File: src/rtl/audio_oscillator_multi_if.sv
// AXI-Stream style sample bus between the oscillator and its downstream filter chain.
interface audio_oscillator_multi_if #(
    parameter int SAMPLE_SIZE = 16
);
    logic                   tvalid;
    logic                   tready;
    logic [SAMPLE_SIZE-1:0] tdata;

    modport master (output tvalid, output tdata, input tready);
    modport slave  (input tvalid, input tdata, output tready);
endinterface

File: src/rtl/audio_oscillator_multi.sv
// Phase-accumulator oscillator (saw/triangle/pulse/noise) with double-buffered config
// that only switches at a period wrap or an explicit sync.
module audio_oscillator_multi #(
    parameter int SAMPLE_SIZE = 16,
    parameter int PHASE_WIDTH = 32,
    parameter int DUTY_WIDTH  = 8
) (
    input  logic                   clk,
    input  logic                   reset_n,
    input  logic [PHASE_WIDTH-1:0] divisor,
    input  logic [DUTY_WIDTH-1:0]  duty,
    input  logic [1:0]             waveform,
    input  logic                   sync,
    output logic                   sync_out,
    audio_oscillator_multi_if.master axis
);
    localparam int S = SAMPLE_SIZE;
    localparam int M = PHASE_WIDTH;
    localparam int D = DUTY_WIDTH;
    localparam logic [31:0] LFSR_MASK = 32'h80200003;
    localparam logic [31:0] LFSR_SEED = 32'h00000001;

    generate
        if (SAMPLE_SIZE < 2 || SAMPLE_SIZE > 32) begin : g_bad_sample_size
            $error("audio_oscillator_multi: SAMPLE_SIZE must be within 2..32");
        end
        if (PHASE_WIDTH < SAMPLE_SIZE + 1) begin : g_bad_phase_width
            $error("audio_oscillator_multi: PHASE_WIDTH must be at least SAMPLE_SIZE+1");
        end
        if (DUTY_WIDTH < 1 || DUTY_WIDTH > PHASE_WIDTH) begin : g_bad_duty_width
            $error("audio_oscillator_multi: DUTY_WIDTH must be within 1..PHASE_WIDTH");
        end
    endgenerate

    typedef enum logic {
        ST_IDLE = 1'b0,
        ST_RUN  = 1'b1
    } state_e;

    // Waveform shaping; phase 0 maps to the most negative sample for saw and triangle.
    function automatic logic [S-1:0] wave_f(
        input logic [M-1:0] p,
        input logic [31:0]  l,
        input logic [1:0]   wf,
        input logic [D-1:0] dt
    );
        logic [S-1:0] fold;
        logic [S-1:0] res;
        fold = p[M-1] ? ~p[M-2 -: S] : p[M-2 -: S];
        case (wf)
            2'd0:    res = {~p[M-1], p[M-2 -: S-1]};
            2'd1:    res = {~fold[S-1], fold[S-2:0]};
            2'd2:    res = (p[M-1 -: D] < dt) ? {1'b0, {(S-1){1'b1}}} : {1'b1, {(S-1){1'b0}}};
            2'd3:    res = l[31 -: S];
            default: res = {S{1'b0}};
        endcase
        return res;
    endfunction

    function automatic logic [31:0] lfsr_step_f(input logic [31:0] l);
        return l[0] ? ((l >> 1) ^ LFSR_MASK) : (l >> 1);
    endfunction

    state_e         state_q, state_d;
    logic [M-1:0]   phase_q, phase_d;
    logic [31:0]    lfsr_q, lfsr_d;
    logic [M-1:0]   div_q, div_d;
    logic [D-1:0]   duty_q, duty_d;
    logic [1:0]     wave_q, wave_d;
    logic           pend_q, pend_d;
    logic [S-1:0]   tdata_q, tdata_d;
    logic           sync_out_q, sync_out_d;

    logic           txn_s;
    logic           pend_eff_s;
    logic           carry_s;
    logic [M-1:0]   sum_s;

    assign txn_s      = (state_q == ST_RUN) && axis.tready;
    // A sync arriving together with a transaction takes effect in that same transaction.
    assign pend_eff_s = pend_q | sync;
    assign {carry_s, sum_s} = {1'b0, phase_q} + {1'b0, div_q};

    // Next-state logic: first-edge config load, then per-transaction phase/noise advance.
    always_comb begin
        state_d    = state_q;
        phase_d    = phase_q;
        lfsr_d     = lfsr_q;
        div_d      = div_q;
        duty_d     = duty_q;
        wave_d     = wave_q;
        pend_d     = pend_q;
        tdata_d    = tdata_q;
        sync_out_d = 1'b0;
        case (state_q)
            ST_IDLE: begin
                state_d = ST_RUN;
                div_d   = divisor;
                duty_d  = duty;
                wave_d  = waveform;
                pend_d  = sync;
                tdata_d = wave_f(phase_q, lfsr_q, waveform, duty);
            end
            ST_RUN: begin
                if (txn_s) begin
                    phase_d = pend_eff_s ? {M{1'b0}} : sum_s;
                    lfsr_d  = lfsr_step_f(lfsr_q);
                    if (carry_s || pend_eff_s) begin
                        div_d      = divisor;
                        duty_d     = duty;
                        wave_d     = waveform;
                        pend_d     = 1'b0;
                        sync_out_d = 1'b1;
                    end else begin
                        pend_d     = 1'b0;
                    end
                    tdata_d = wave_f(phase_d, lfsr_d, wave_d, duty_d);
                end else begin
                    pend_d = pend_eff_s;
                end
            end
            default: begin
                state_d = ST_IDLE;
            end
        endcase
    end

    // State and output registers.
    always_ff @(posedge clk or negedge reset_n) begin
        if (!reset_n) begin
            state_q    <= ST_IDLE;
            phase_q    <= {M{1'b0}};
            lfsr_q     <= LFSR_SEED;
            div_q      <= {M{1'b0}};
            duty_q     <= {D{1'b0}};
            wave_q     <= 2'd0;
            pend_q     <= 1'b0;
            tdata_q    <= {S{1'b0}};
            sync_out_q <= 1'b0;
        end else begin
            state_q    <= state_d;
            phase_q    <= phase_d;
            lfsr_q     <= lfsr_d;
            div_q      <= div_d;
            duty_q     <= duty_d;
            wave_q     <= wave_d;
            pend_q     <= pend_d;
            tdata_q    <= tdata_d;
            sync_out_q <= sync_out_d;
        end
    end

    assign axis.tvalid = (state_q == ST_RUN);
    assign axis.tdata  = tdata_q;
    assign sync_out    = sync_out_q;
endmodule
File: src/flat_wrapper.sv
// flat-port wrapper written by rule: the top's interface ports become plain ports
module audio_oscillator_multi_flat 
#(
    parameter int SAMPLE_SIZE = 16,
    parameter int PHASE_WIDTH = 32,
    parameter int DUTY_WIDTH  = 8
)
  (clk, reset_n, divisor, duty, waveform, sync, sync_out, axis_tvalid, axis_tdata, axis_tready);
  audio_oscillator_multi_if #(.SAMPLE_SIZE(SAMPLE_SIZE)) axis_i ();
  input  logic clk;
  input  logic reset_n;
  input  logic [PHASE_WIDTH-1:0] divisor;
  input  logic [DUTY_WIDTH-1:0] duty;
  input  logic [1:0] waveform;
  input  logic sync;
  output logic sync_out;
  output wire logic [$bits(axis_i.tvalid)-1:0] axis_tvalid;
  output wire logic [$bits(axis_i.tdata)-1:0] axis_tdata;
  input wire logic [$bits(axis_i.tready)-1:0] axis_tready;
  assign axis_tvalid = axis_i.tvalid;
  assign axis_tdata = axis_i.tdata;
  assign axis_i.tready = axis_tready;
  audio_oscillator_multi #(.SAMPLE_SIZE(SAMPLE_SIZE), .PHASE_WIDTH(PHASE_WIDTH), .DUTY_WIDTH(DUTY_WIDTH)) u_core (.clk(clk), .reset_n(reset_n), .divisor(divisor), .duty(duty), .waveform(waveform), .sync(sync), .sync_out(sync_out), .axis(axis_i));
endmodule
File: config.mk
export PLATFORM = sky130hd
export DESIGN_NAME = audio_oscillator_multi_flat
export DESIGN_NICKNAME = d
export VERILOG_FILES = /design/src/rtl/audio_oscillator_multi_if.sv /design/src/rtl/audio_oscillator_multi.sv /design/src/flat_wrapper.sv
export SDC_FILE = /design/constraint.sdc
export NUM_CORES = 1
export LEC_CHECK = 0
export CAP_MARGIN = 40
export CORE_ASPECT_RATIO = 1.75
export CORE_MARGIN = 2
export CORE_UTILIZATION = 57
export CTS_CLUSTER_DIAMETER = 120
export CTS_CLUSTER_SIZE = 40
export DETAILED_ROUTE_END_ITERATION = 12
export PLACE_DENSITY_LB_ADDON = 0.2
export SYNTH_ARGS = -nofsm -noshare
export SYNTH_HDL_FRONTEND = slang
export SYNTH_SLANG_ARGS = --single-unit
File: constraint.sdc
create_clock -name clk -period 8.9 [get_ports clk]
set_input_delay 0.89 -clock clk [delete_from_list [all_inputs] [get_ports clk]]
set_output_delay 0.89 -clock clk [all_outputs]
set_load 0.01 [all_outputs]
==> results.sh <==
export IMPL_status="complete, no violations"
export IMPL_hpwlAfterDp_mm=16.4
export IMPL_synth_ff_type="dfrtp_1"
export IMPL_grt_use_total_pct=31.1
export IMPL_setup_viol=0
export IMPL_wl_mm=23.2
export IMPL_start_util_pct=58.4
export IMPL_setup_ws_ns=3.88
export IMPL_vdd_drop_max_uv=129
export IMPL_post_route_util_pct=67.5
export IMPL_routed_via_density=6.25
export IMPL_finalCriticalPeriod_ns=5.02
export IMPL_tightest_slew_ns=0.817
export IMPL_grt_max_degree=78
export IMPL_cp_end_kind="flip-flop"
export IMPL_start_kind="flip-flop"
export IMPL_p_per_area_nw_per_um2=227
export IMPL_cp_max_fo=14
export IMPL_rows=58
export IMPL_rsz0062_at_grt="no"
export IMPL_cts_buffers=17
export IMPL_drv_cap=0
export IMPL_finalHoldViolCount=0
export IMPL_ys_async_sr_fraction_pct=100
export IMPL_r2r_setup_slack_ns=3.88
export IMPL_ant_nets=0
export IMPL_path_class="flip-flop to flip-flop"
export IMPL_die_w_um=95.7
export IMPL_grt_overflow=0
export IMPL_finalCritPeriodShare_pct=56.4
export IMPL_fin_area_um2=9700
export IMPL_io_pins=64
export IMPL_cts_max_level=4
export IMPL_clk_pin_slew_ns=0.06
export IMPL_ys_ff_latch=125
export IMPL_placed_area_um2=9090
export IMPL_total_power_mw=2.20
export IMPL_ys_warn_count=0
export IMPL_max_freq_mhz=199
export IMPL_avgRoutedWirePerCell_um=20.1
export IMPL_ys_seq_area_share_pct=37.3
export IMPL_grt_pass1_vias=7248
export IMPL_place_congestion=0.946
export IMPL_synth_cells=915
export IMPL_clock_sinks=125
export IMPL_critical_path_arrival_ns=5.35
export IMPL_syn_area_um2=8390
export IMPL_cts_tree="built"
export IMPL_min_path_type="primary input to asynchronous set/reset pin"
export IMPL_slew_viol_final=0
export IMPL_cts_hold_buffers_added=0
export IMPL_synth_nets=1008
export IMPL_cts_resized=0
export IMPL_avgSynthCellArea_um2=9.17
export IMPL_fin_setup_tns_ns=0
export IMPL_clock_latency_ns=0.43
export IMPL_synth_cell_types=83
export IMPL_root_buffer="clkbuf_16"
export IMPL_syn_to_final_growth_pct=15.6
export IMPL_clockBufferDepth=2
export IMPL_nNetsFinal=1051
export IMPL_vias=7198
export IMPL_dp_slack_ns=3.83
export IMPL_drcViolationCount=0
export IMPL_first_iter_violations=631
export IMPL_num_antenna_cells=0
export IMPL_antenna_found_initial=0
export IMPL_grt_pass1_wl_mm=37.0
export IMPL_p_leak_nw=4.39
export IMPL_relSlewSlack_pct=45.4
export IMPL_synth_edf_count=0
export IMPL_finClkSkew_ns=0.00723
export IMPL_cts_repair_timing_setup_buffer_count=0
export IMPL_core_area_um2=14400
export IMPL_dieHeight_um=164
export IMPL_layout_drive_gt1_share_pct=13.3
export IMPL_port_buffers=63
export IMPL_drt_pass1_iterations=5
export IMPL_crit_required_ns=9.24
export IMPL_dieArea_um2=15700
==> through the flow <==
| step | cells | hold slack [ns] |
|---|---|---|
| 2_1_floorplan | 915 | 0.439 |
| 3_3_place_gp | 1117 | 0.446 |
| 3_5_place_dp | 1119 | 0.454 |
| 4_1_cts | 1151 | 0.471 |
| 5_1_grt | 1151 | 0.486 |
| 6_report | 1151 | 0.465 |
==> registers in the layout, summed over array words and instances (netlist names) <==
| signal | cells |
|---|---|
| u_core.pend_q | 1 |
| u_core.axis.tvalid | 1 |
| u_core.phase_q | 32 |
| u_core.duty_q | 8 |
| u_core.wave_q | 2 |
| u_core.lfsr_q | 32 |
| u_core.sync_out | 1 |
| u_core.div_q | 32 |
| u_core.axis.tdata | 16 |
==> report_power, final <==
group	internal (mW)	switching (mW)	total [mW]
Clock	0.424	0.300	0.723
Sequential	0.627	0.0628	0.690
Combinational	0.325	0.462	0.787
==> layer usage <==
metal  vias to the layer above  part of all wire [%]  GRT usage, %
li1                       3368                     -             -
met1                      3450                    36          33.5
met2                       273                    51          54.1
met3                       107                   4.5          4.43
met4                         0                   8.4          22.5
met5                         -                     0             0
==> synthesized netlist by cell type, types with 6 or more instances <==
cell / instances / area [um^2]
nand2_1: 171 / 642
dfrtp_1: 124 / 3100
nor2_1: 63 / 236
a21oi_1: 57 / 285
o21ai_0: 50 / 250
ha_1: 46 / 576
mux2_2: 42 / 473
xnor2_1: 36 / 315
clkbuf_1: 29 / 109
a21o_1: 20 / 150
inv_1: 20 / 75.1
xor2_1: 17 / 149
nand2b_1: 15 / 93.8
o211ai_1: 13 / 97.6
o21ai_1: 13 / 65.1
a221oi_2: 10 / 150
a211oi_1: 8 / 60.1
a31oi_1: 8 / 50.1
and3_1: 8 / 50.1
nand3_1: 8 / 40.0
nand4_1: 8 / 50.1
buf_4: 7 / 52.6
o21a_1: 7 / 52.6
a222oi_1: 6 / 60.1
and2_1: 6 / 37.5
nor3_1: 6 / 30.0
o31ai_1: 6 / 45.0
==> worst max-delay path, stage by stage, from the launching register on <==
cell and delay (ns):
dfrtp_1 0.38, ha_1 0.24, fa_1 0.43, a211oi_2 0.29
o21ai_1 0.17, and3_1 0.21, o31a_1 0.36, o2111ai_2 0.27
a21oi_1 0.11, a311o_1 0.40, inv_1 0.08, ha_1 0.24
o21a_1 0.17, o211ai_1 0.28, nor2_1 0.08, a211oi_1 0.20
o2bb2ai_1 0.17, o311ai_2 0.17, nand2_2 0.38, a221oi_1 0.10
o211ai_1 0.20
==> cell usage in the layout (no fill, tap or decap), drive strengths merged, types with 6 or more instances in the layout <==
cell type / n
a211oi: 13
a21o: 20
a21oi: 61
a221oi: 15
a222oi: 6
a31oi: 8
and2: 6
and3: 8
buf: 12
clkbuf: 17
clkdlybuf4s50: 62
dfrtp: 124
ha: 46
inv: 31
mux2: 42
nand2: 172
nand2b: 15
nand3: 8
nand4: 8
nor2: 65
nor3: 7
o211ai: 18
o21a: 7
o21ai: 65
o31ai: 6
xnor2: 37
xor2: 17
==> final timing paths <==
path                                               endpoint                         start  depth (start not counted)
min                            u_core.div_q[26]$_DFFE_PN0P_                       reset_n                          2
min reg2reg                    u_core.lfsr_q[5]$_DFFE_PN0P_  u_core.lfsr_q[6]$_DFFE_PN0P_                          2
min in group clk               u_core.lfsr_q[5]$_DFFE_PN0P_  u_core.lfsr_q[6]$_DFFE_PN0P_                          2
max reg2reg                u_core.axis.tdata[1]$_DFFE_PN0P_   u_core.div_q[0]$_DFFE_PN0P_                         20
max in group asynchronous     u_core.lfsr_q[10]$_DFFE_PN0P_                       reset_n                          3
max                        u_core.axis.tdata[1]$_DFFE_PN0P_   u_core.div_q[0]$_DFFE_PN0P_                         20
==> logic make-up after synthesis <==
kind of cell    after synthesis  share of synthesized area [%]
compound gates              257                           22.1
xor+xnor                     57                           6.68
fa+ha+maj                    47                           7.10
buf+inv                      71                           4.03
flops                       125                           37.3
mux                          47                           6.43
other cells                   1                         0.0447
simple gates                310                           16.3
==> final cells by class <==
type	instances	area (um^2)
well taps	180	225
clock buffers	17	425
multi-input cells	719	4930
flip-flops and latches	125	3130
fillers	1175	4670
repair buffers	74	731
clock inverters	15	175
inverters	21	78.8
Power figures use the tool's default switching activity.
